<file path="src/rtl/reg_file_pkg.sv">
// Shared constants and helpers for the architectural register file.
package reg_file_pkg;

    localparam int REG_NUM       = 32;
    localparam int ADDR_W        = 5;
    localparam int DATA_W        = 32;
    localparam int PENDING_CNT_W = 6;

    localparam logic [ADDR_W-1:0] REG_ZERO  = '0;
    localparam logic [DATA_W-1:0] ZERO_WORD = '0;
    localparam logic              ENABLE    = 1'b1;
    localparam logic              DISABLE   = 1'b0;

    // Number of set bits in the pending vector.
    function automatic logic [PENDING_CNT_W-1:0] popcount(input logic [REG_NUM-1:0] v);
        logic [PENDING_CNT_W-1:0] cnt;
        cnt = '0;
        for (int i = 0; i < REG_NUM; i++) begin
            cnt = cnt + PENDING_CNT_W'(v[i]);
        end
        return cnt;
    endfunction

endpackage

</file>
<file path="src/rtl/reg_file_scoreboard.sv">
// Pending-write scoreboard: one bit per register, set on issue, cleared on
// write-back, with issue taking priority when both hit the same register.
module reg_scoreboard
    import reg_file_pkg::*;
(
    input  logic                     i_clk,
    input  logic                     i_rst,
    input  logic                     i_setEnable,
    input  logic [ADDR_W-1:0]        i_setAddr,
    input  logic                     i_clearEnable,
    input  logic [ADDR_W-1:0]        i_clearAddr,
    output logic [REG_NUM-1:0]       o_pending,
    output logic [PENDING_CNT_W-1:0] o_pendingCount
);

    logic [REG_NUM-1:0]       pending_q, pending_d;
    logic [PENDING_CNT_W-1:0] count_q;

    // Next pending vector: clear first so a same-cycle set on that register wins.
    always_comb begin
        pending_d = pending_q;
        if (i_clearEnable && i_clearAddr != REG_ZERO) begin
            pending_d[i_clearAddr] = DISABLE;
        end
        if (i_setEnable && i_setAddr != REG_ZERO) begin
            pending_d[i_setAddr] = ENABLE;
        end
        pending_d[0] = DISABLE;
    end

    // Pending bits and their registered population count move together.
    always_ff @(posedge i_clk or posedge i_rst) begin
        if (i_rst) begin
            pending_q <= '0;
            count_q   <= '0;
        end else begin
            pending_q <= pending_d;
            count_q   <= popcount(pending_d);
        end
    end

    assign o_pending      = pending_q;
    assign o_pendingCount = count_q;

endmodule

</file>
<file path="src/rtl/reg_file.sv">
// Architectural register file: two combinational read ports with write-back
// bypass, one synchronous write port, and a pending-write scoreboard.
module reg_file
    import reg_file_pkg::*;
(
    input  logic                     i_clk,
    input  logic                     i_rst,
    input  logic [ADDR_W-1:0]        i_readAddrLeft,
    input  logic [ADDR_W-1:0]        i_readAddrRight,
    output logic [DATA_W-1:0]        o_readValueLeft,
    output logic [DATA_W-1:0]        o_readValueRight,
    output logic                     o_busyLeft,
    output logic                     o_busyRight,
    input  logic                     i_writeEnable,
    input  logic [ADDR_W-1:0]        i_writeAddr,
    input  logic [DATA_W-1:0]        i_writeValue,
    input  logic                     i_issueEnable,
    input  logic [ADDR_W-1:0]        i_issueDest,
    input  logic                     i_stall,
    output logic [PENDING_CNT_W-1:0] o_pendingCount
);

    // r0 has no storage; it is hardwired to zero on the read side.
    logic [DATA_W-1:0]  regs_q [1:REG_NUM-1];
    logic [REG_NUM-1:0] pending;
    logic               hitLeft, hitRight;

    // Write-back port; writes to r0 are dropped.
    always_ff @(posedge i_clk or posedge i_rst) begin
        if (i_rst) begin
            for (int i = 1; i < REG_NUM; i++) begin
                regs_q[i] <= ZERO_WORD;
            end
        end else if (i_writeEnable && i_writeAddr != REG_ZERO) begin
            regs_q[i_writeAddr] <= i_writeValue;
        end
    end

    // Bypass hits: the write-back in flight this cycle targets the read address.
    always_comb begin
        hitLeft  = i_writeEnable && (i_writeAddr == i_readAddrLeft)  && (i_readAddrLeft  != REG_ZERO);
        hitRight = i_writeEnable && (i_writeAddr == i_readAddrRight) && (i_readAddrRight != REG_ZERO);
    end

    // Read ports: zero for r0, bypassed write data on a hit, stored value otherwise.
    always_comb begin
        o_readValueLeft  = ZERO_WORD;
        o_readValueRight = ZERO_WORD;
        if (hitLeft) begin
            o_readValueLeft = i_writeValue;
        end else if (i_readAddrLeft != REG_ZERO) begin
            o_readValueLeft = regs_q[i_readAddrLeft];
        end
        if (hitRight) begin
            o_readValueRight = i_writeValue;
        end else if (i_readAddrRight != REG_ZERO) begin
            o_readValueRight = regs_q[i_readAddrRight];
        end
    end

    // A register whose result is arriving this cycle is no longer a hazard.
    always_comb begin
        o_busyLeft  = pending[i_readAddrLeft]  & ~hitLeft;
        o_busyRight = pending[i_readAddrRight] & ~hitRight;
    end

    reg_scoreboard u_scoreboard (
        .i_clk          (i_clk),
        .i_rst          (i_rst),
        .i_setEnable    (i_issueEnable & ~i_stall),
        .i_setAddr      (i_issueDest),
        .i_clearEnable  (i_writeEnable),
        .i_clearAddr    (i_writeAddr),
        .o_pending      (pending),
        .o_pendingCount (o_pendingCount)
    );

endmodule

</file>
<file path="config.mk">
export PLATFORM = sky130hd
export DESIGN_NAME = reg_file
export DESIGN_NICKNAME = d
export VERILOG_FILES = /design/src/rtl/reg_file_pkg.sv /design/src/rtl/reg_file_scoreboard.sv /design/src/rtl/reg_file.sv
export SDC_FILE = /design/constraint.sdc
export NUM_CORES = 2
export LEC_CHECK = 0
export BUFFER_PORTS_ARGS = -buffer_cell sky130_fd_sc_hd__buf_4
export CAP_MARGIN = 25
export CORE_MARGIN = 5
export CORE_UTILIZATION = 38
export DETAILED_ROUTE_END_ITERATION = 6
export SLEW_MARGIN = 40
export SYNTH_ARGS = -nofsm -noshare
export SYNTH_HDL_FRONTEND = slang
export SYNTH_SLANG_ARGS = --single-unit
</file>
<file path="constraint.sdc">
create_clock -name i_clk -period 75.9 [get_ports i_clk]
set_input_delay 15.18 -clock i_clk [delete_from_list [all_inputs] [get_ports i_clk]]
set_output_delay 15.18 -clock i_clk [all_outputs]
set_load 0.03 [all_outputs]
</file>
======== Yosys cells after proc, flatten, opt, wreduce, memory -nomap -nowiden ========
Index checks and enable logic that the tools add are counted.
storage, ports and cells
  register bits ........................... 1,029
  input bits .............................. 57
  output and inout bits ................... 72
  logic and storage cells ................. 123
operators by class
  $add $sub $neg .......................... 30
  order comparisons ....................... 10
  equal/unequal tests ..................... 2
  muxes and demuxes ....................... 23
  bitwise operators ....................... 12
  reductions and logical operators ........ 13
operators by type and width
  cell                                                                                  number
  992-bit bitwise mux                                                                   1
  32-bit 2-to-1 mux                                                                     11
  32-bit binary-select mux with 5-bit select                                            2
  6-bit by 1-bit adder with 6-bit output                                                29
  32-bit demux with 5-bit select                                                        1
  32-bit bitwise AND                                                                    1
  32-bit NOT                                                                            1
  32-bit bitwise OR                                                                     1
  5-bit by 6-bit less-than comparator with 1-bit output (second input constant)         4
  5-bit nonzero test                                                                    4
  6-bit greater-or-equal comparator (second input constant)                             3
  5-bit NOT with 6-bit output                                                           3
  1-bit binary-select mux with 5-bit select                                             2
  1-bit demux with 5-bit select                                                         2
  5-bit == test                                                                         2
  5-bit by 1-bit greater-or-equal comparator with 1-bit output (second input constant)  2
  1-bit logical AND                                                                     9
  6-bit by 1-bit less-than comparator with 1-bit output (second input constant)         1
  1-bit 2-to-1 mux                                                                      4
  1-bit bitwise AND                                                                     3
  1-bit NOT                                                                             3
  1-bit by 1-bit adder with 2-bit output                                                1

======== Depth between registers and ports, before layout ========
  word-level depth ........................ 39
  depth in mapped cells ................... 24
  mapped depth without buffers ............ 21

======== Hierarchy ========
Synthesis repeated with hierarchy kept, for this count alone.
second synthesis, totals
  cell total of the unflattened synthesis .. 4,013
  area total of the unflattened synthesis .. 56,751.9 µm²
modules (own cells, without submodules)
  module          instances  cells each  area an instance (µm²)  sequential area each (µm²)
  reg_file        1          3,789       54,408.4                24,823.8
  reg_scoreboard  1          224         2,343.5                 925.9

======== Worst setup path after synthesis ========
No wires, ideal clock.
  path kind ............................... input-to-output
  from .................................... input i_readAddrRight[0]
  to ...................................... output o_readValueRight[31]
  arrival time ............................ 16.881 ns
  required time ........................... 60.720 ns
  path slack .............................. 43.839 ns
  cell stages on the path ................. 8
  path buffers ............................ 3
  cells stage by stage .................... buf_6 nor2b_1 clkbuf_1 clkbuf_1 a221oi_1 o21bai_1 a21oi_1 o21ai_0
on the way
  word-level cells in the longest chain between the ends .. 6
  elaborated cells between the ends (all ways) .. 10
  classes of those cells .................. eq/ne (1); mux (5); bitwise (1); reduce/logical (3)
RTL lines
  element                                                RTL line        source
  start, declared                                        reg_file.sv:9   input logic [ADDR_W-1:0] i_readAddrRight,
  5-bit NOT with 6-bit output (implied by the code)      reg_file.sv:57  o_readValueRight = regs_q[i_readAddrRight];
  32-bit binary-select mux with 5-bit select             reg_file.sv:57
  32-bit 2-to-1 mux (implied by the code) (2 in series)  reg_file.sv:57
  32-bit 2-to-1 mux                                      reg_file.sv:56  end else if (i_readAddrRight != REG_ZERO) begin
  32-bit 2-to-1 mux (*)                                  reg_file.sv:54  if (hitRight) begin
  end, declared                                          reg_file.sv:11  output logic [DATA_W-1:0] o_readValueRight,
Mark *: on every way between the ends. The rest lies on a longest branch, timed or not. The select of a mux whose other input is x is not followed.

======== Worst setup path in the final report ========
  from .................................... input i_readAddrLeft[3]
  to ...................................... output o_busyLeft
on the way
  word-level cells in the longest chain between the ends .. 5
  elaborated cells between the ends (all ways) .. 8
  classes of those cells .................. eq/ne (1); mux (2); bitwise (2); reduce/logical (3)
RTL lines
  element                                                                            RTL line        source
  start, declared                                                                    reg_file.sv:8   input logic [ADDR_W-1:0] i_readAddrLeft,
  branches (longest 4 deep; another with 1-bit binary-select mux with 5-bit select)  -
  1-bit bitwise AND (*)                                                              reg_file.sv:63  o_busyLeft = pending[i_readAddrLeft] & ~hitLeft;
  end, declared                                                                      reg_file.sv:12  output logic o_busyLeft,
Every way passes the cells marked *. The select of a mux whose other input is x is not followed.

==> metrics.md <==
| Metric | Value |
|---|---|
| Period utilization | `0.4508` |
| Non-Filler Instances | `5813` |
| Sequential element share of the synthesized area | `0.4573` |
| CP max FO | `46` |
| Root Buffer Master | `clkbuf_16` |
| Worst vdd ir | `0.04181 mV` |
| Design Area, Final | `62770 um^2` |
| Total track usage | `0.2352` |
| Synthesized area | `56300 um^2` |
| Hold Crit Endpoint | `regs_q[584]` |
| CP Launch Type | `input port` |
| Worst path arrival time | `19040 ps` |
| Sink Count | `1029` |
| CP required | `60720 ps` |
| RSZ-0062 raised after global routing | `no` |
| WHS Path Cells | `1` |
| EDFF count, synth | `0` |
| Slew Limit Fails | `0` |
| Outcome | `finished, final reports clean` |
| Most common cell after layout, fill and taps aside | `dfrtp_1` |
| Reg-to-Reg Start | `u_scoreboard.o_pending[1]` |
| Placed cells | `5593` |
| Postcts setup bufs | `0` |
| H-tree levels | `3` |
| I/O pins | `129` |
| Worst hold path type | `register to register` |
| Min Tclk post-route | `about 34000 ps` |
| Hold-fix buffers, CTS | `0` |
| Clock transition at path regs | `60 ps` |
| Final hold violations | `0` |
| WL/cell | `31.96 um` |
| Fill count | `13432` |
| Critical path type | `input port to output port` |
| Distinct cells, synth | `62` |
| Detailed Routing Iterations Pass 1 | `5` |
| Hold_ws | `between 500 and 600 ps` |
| CTS buffer count | `115` |
| Worst-Skew Late Latency | `~740 ps` |
| GRT overflow | `0` |
| Placer congestion estimate | `0.7969` |
| Die height | `394.9 um` |
| Vias in the first global route | `about 38000` |
| Syn Nets | `3973` |
| TritonCTS clock tree | `yes` |
| R2R Path End | `u_scoreboard.o_pendingCount[4]` |
| Core box area | `147500 um^2` |
| Fraction of registers with async set/reset | `1.000` |
| Drt initial violations | `3568` |
| Via count | `36859` |
| Power Density | `28.48 nW/um^2` |
| #FFs+latches synth | `1029` |
| Yosys Warn Count | `0` |
| FF/Latch Area | `25750 um^2` |
| FP Rows | `141` |
| Post-route DRC violation count | `0` |
| Most used DFF post-synth | `dfrtp_1` |
| First-pass GRT wire length | `271900 um` |
| Largest net degree at the start of global routing | `110` |
| Die width | `394.9 um` |
| Reg2Reg Setup Slack | `70760 ps` |
| Worst-margin pin slew | `roughly 900 ps` |
| Post-CTS sizing | `0` |
| Max Cap Viol | `0` |
| Post-Route WL | `185800 um` |
| Setup Viol. Count Final | `0` |
| Final ANT Viol Nets | `0` |
| Via density | `6.341` |
| Slew headroom | `0.3845` |
| Area of the multi-input gates | `28500 um^2` |
| Static Leak | `27.01 nW` |
| Setup TNS | `0 ps` |
| Initial antenna violation count | `8` |
| I/O Buffers | `around 130` |
| CP Capture Type | `output port` |
| Die area | `~160000 um^2` |
| Peak Freq | `around 29 MHz` |
| Dpl cell area | `between 50000 and 60000 um^2` |
| Share of layout cells above drive strength 1 | `0.4928` |
| Commonest non-fill, non-tap cells in the layout | `dfrtp_1, mux2_2, mux4_2` |
| Avg Inst Size Synth | `roughly 14 um^2` |
| Area added between synthesis and finish | `11.48%` |
| Cells after synthesis | `3884` |
| Hold Path Origin | `regs_q[584]` |
| Post-DP HPWL | `100800 um` |
| Finished Core Util | `0.4256` |
| Post-layout nets | `3873` |
| Clk_skew | `about 14 ps` |
| Starting Density | `0.3817` |
| R2R depth | `17` |
| Clock Path Buffers | `3` |
## stage by stage
stage | worst slack, ps | power, W
after global placement | 41750 | 0.001197
after floorplan | 31760 | 0.001093
final | 41680 | 0.001787
after CTS | 41710 | 0.001796
after global routing | 41590 | 0.001877
after detailed placement | 41710 | 0.001209
## layout make-up
| type | count | share of cell area |
|---|---|---|
| Clock inverter | 47 | 0.009329 |
| Clock buffer | 166 | 0.05368 |
| Tap cell | 1930 | 0.03847 |
| Sequential cell | 1029 | 0.4102 |
| Inverter | 54 | 0.003448 |
| Multi-Input combinational cell | 2367 | 0.4540 |
| Timing Repair Buffer | 217 | 0.03072 |
| Antenna cell | 3 | 0.0001196 |
## synth_stat cells, types with 10 or more instances
cell type | instances | area (um^2)
nor2b_1 | 14 | 87.58
a221o_1 | 63 | 630.6
a21oi_1 | 36 | 180.2
fa_1 | 23 | 460.4
a32o_1 | 32 | 320.3
dfrtp_1 | 1029 | 25750
o211ai_1 | 31 | 232.7
o21bai_1 | 32 | 240.2
nand3_1 | 99 | 495.5
o21ai_1 | 28 | 140.1
a211oi_1 | 32 | 240.2
inv_1 | 53 | 198.9
o21ai_0 | 42 | 210.2
buf_4 | 36 | 270.3
nand2_1 | 66 | 247.7
a31oi_1 | 32 | 200.2
nor2_1 | 10 | 37.54
o22ai_1 | 65 | 406.6
buf_2 | 184 | 920.9
mux2_2 | 1017 | 11450
o221ai_1 | 31 | 271.5
mux4_2 | 433 | 9752
mux2_1 | 39 | 439.2
buf_6 | 15 | 168.9
mux2i_1 | 105 | 1051
clkbuf_1 | 184 | 690.7
a22o_1 | 46 | 402.9
buf_1 | 15 | 56.30
## how the worst max path moves through the flow
stage                        from              endpoint  slack (ps)  cells after the start
2_1_floorplan               i_rst             regs_q[0]       31760                      1
3_3_place_gp   i_readAddrRight[2]  o_readValueRight[22]       41750                      8
3_5_place_dp   i_readAddrRight[2]  o_readValueRight[25]       41710                      9
4_1_cts        i_readAddrRight[2]  o_readValueRight[25]       41710                      9
5_1_grt         i_readAddrLeft[3]            o_busyLeft       41590                      9
6_report        i_readAddrLeft[3]            o_busyLeft       41680                      9
## state kept, by name, indices dropped and copies added, names as in the netlist
name and cells:
regs_q 992, u_scoreboard.o_pending 31, u_scoreboard.o_pendingCount 6
## worst max-delay path, cell delays in order
cell	delay [ps]
buf_4	460
buf_4	790
clkinv_2	620
buf_4	560
mux4_2	390
mux2i_1	240
mux2i_1	110
nor2_1	330
buf_4	240
## power breakdown
part	leakage [nW]	internal, W	switching (W)	total, W
logic	11.9	0.000254	0.000209	0.000463
clock network	1.94	0.000343	0.000243	0.000586
registers	13.1	0.000660	0.0000779	0.000738
total	27.0	0.00126	0.000530	0.00179
## kinds of logic (layout without fill, tap and decap cells)
family,Yosys count,after routing,synth area share
multiplexers,1594,1594,0.4031
adder cells (fa/ha/maj),32,32,0.01018
flip-flops,1029,1029,0.4573
buffers and inverters,488,484,0.04102
AND/OR/NAND/NOR,238,238,0.02180
XOR/XNOR,13,13,0.002022
AO/OA/AOI/OAI,490,490,0.06456
other,0,3,0
## metal layers
layer / routed length, um / global-route usage / vias up
met5: 0 / 0 / -
met4: 7282 / 0.08032 / 0
met3: 13810 / 0.04895 / 413
met2: 87420 / 0.3785 / 1512
met1: 77280 / 0.3189 / 20029
li1: - / - / 14905
Power figures use the tool's default switching activity.
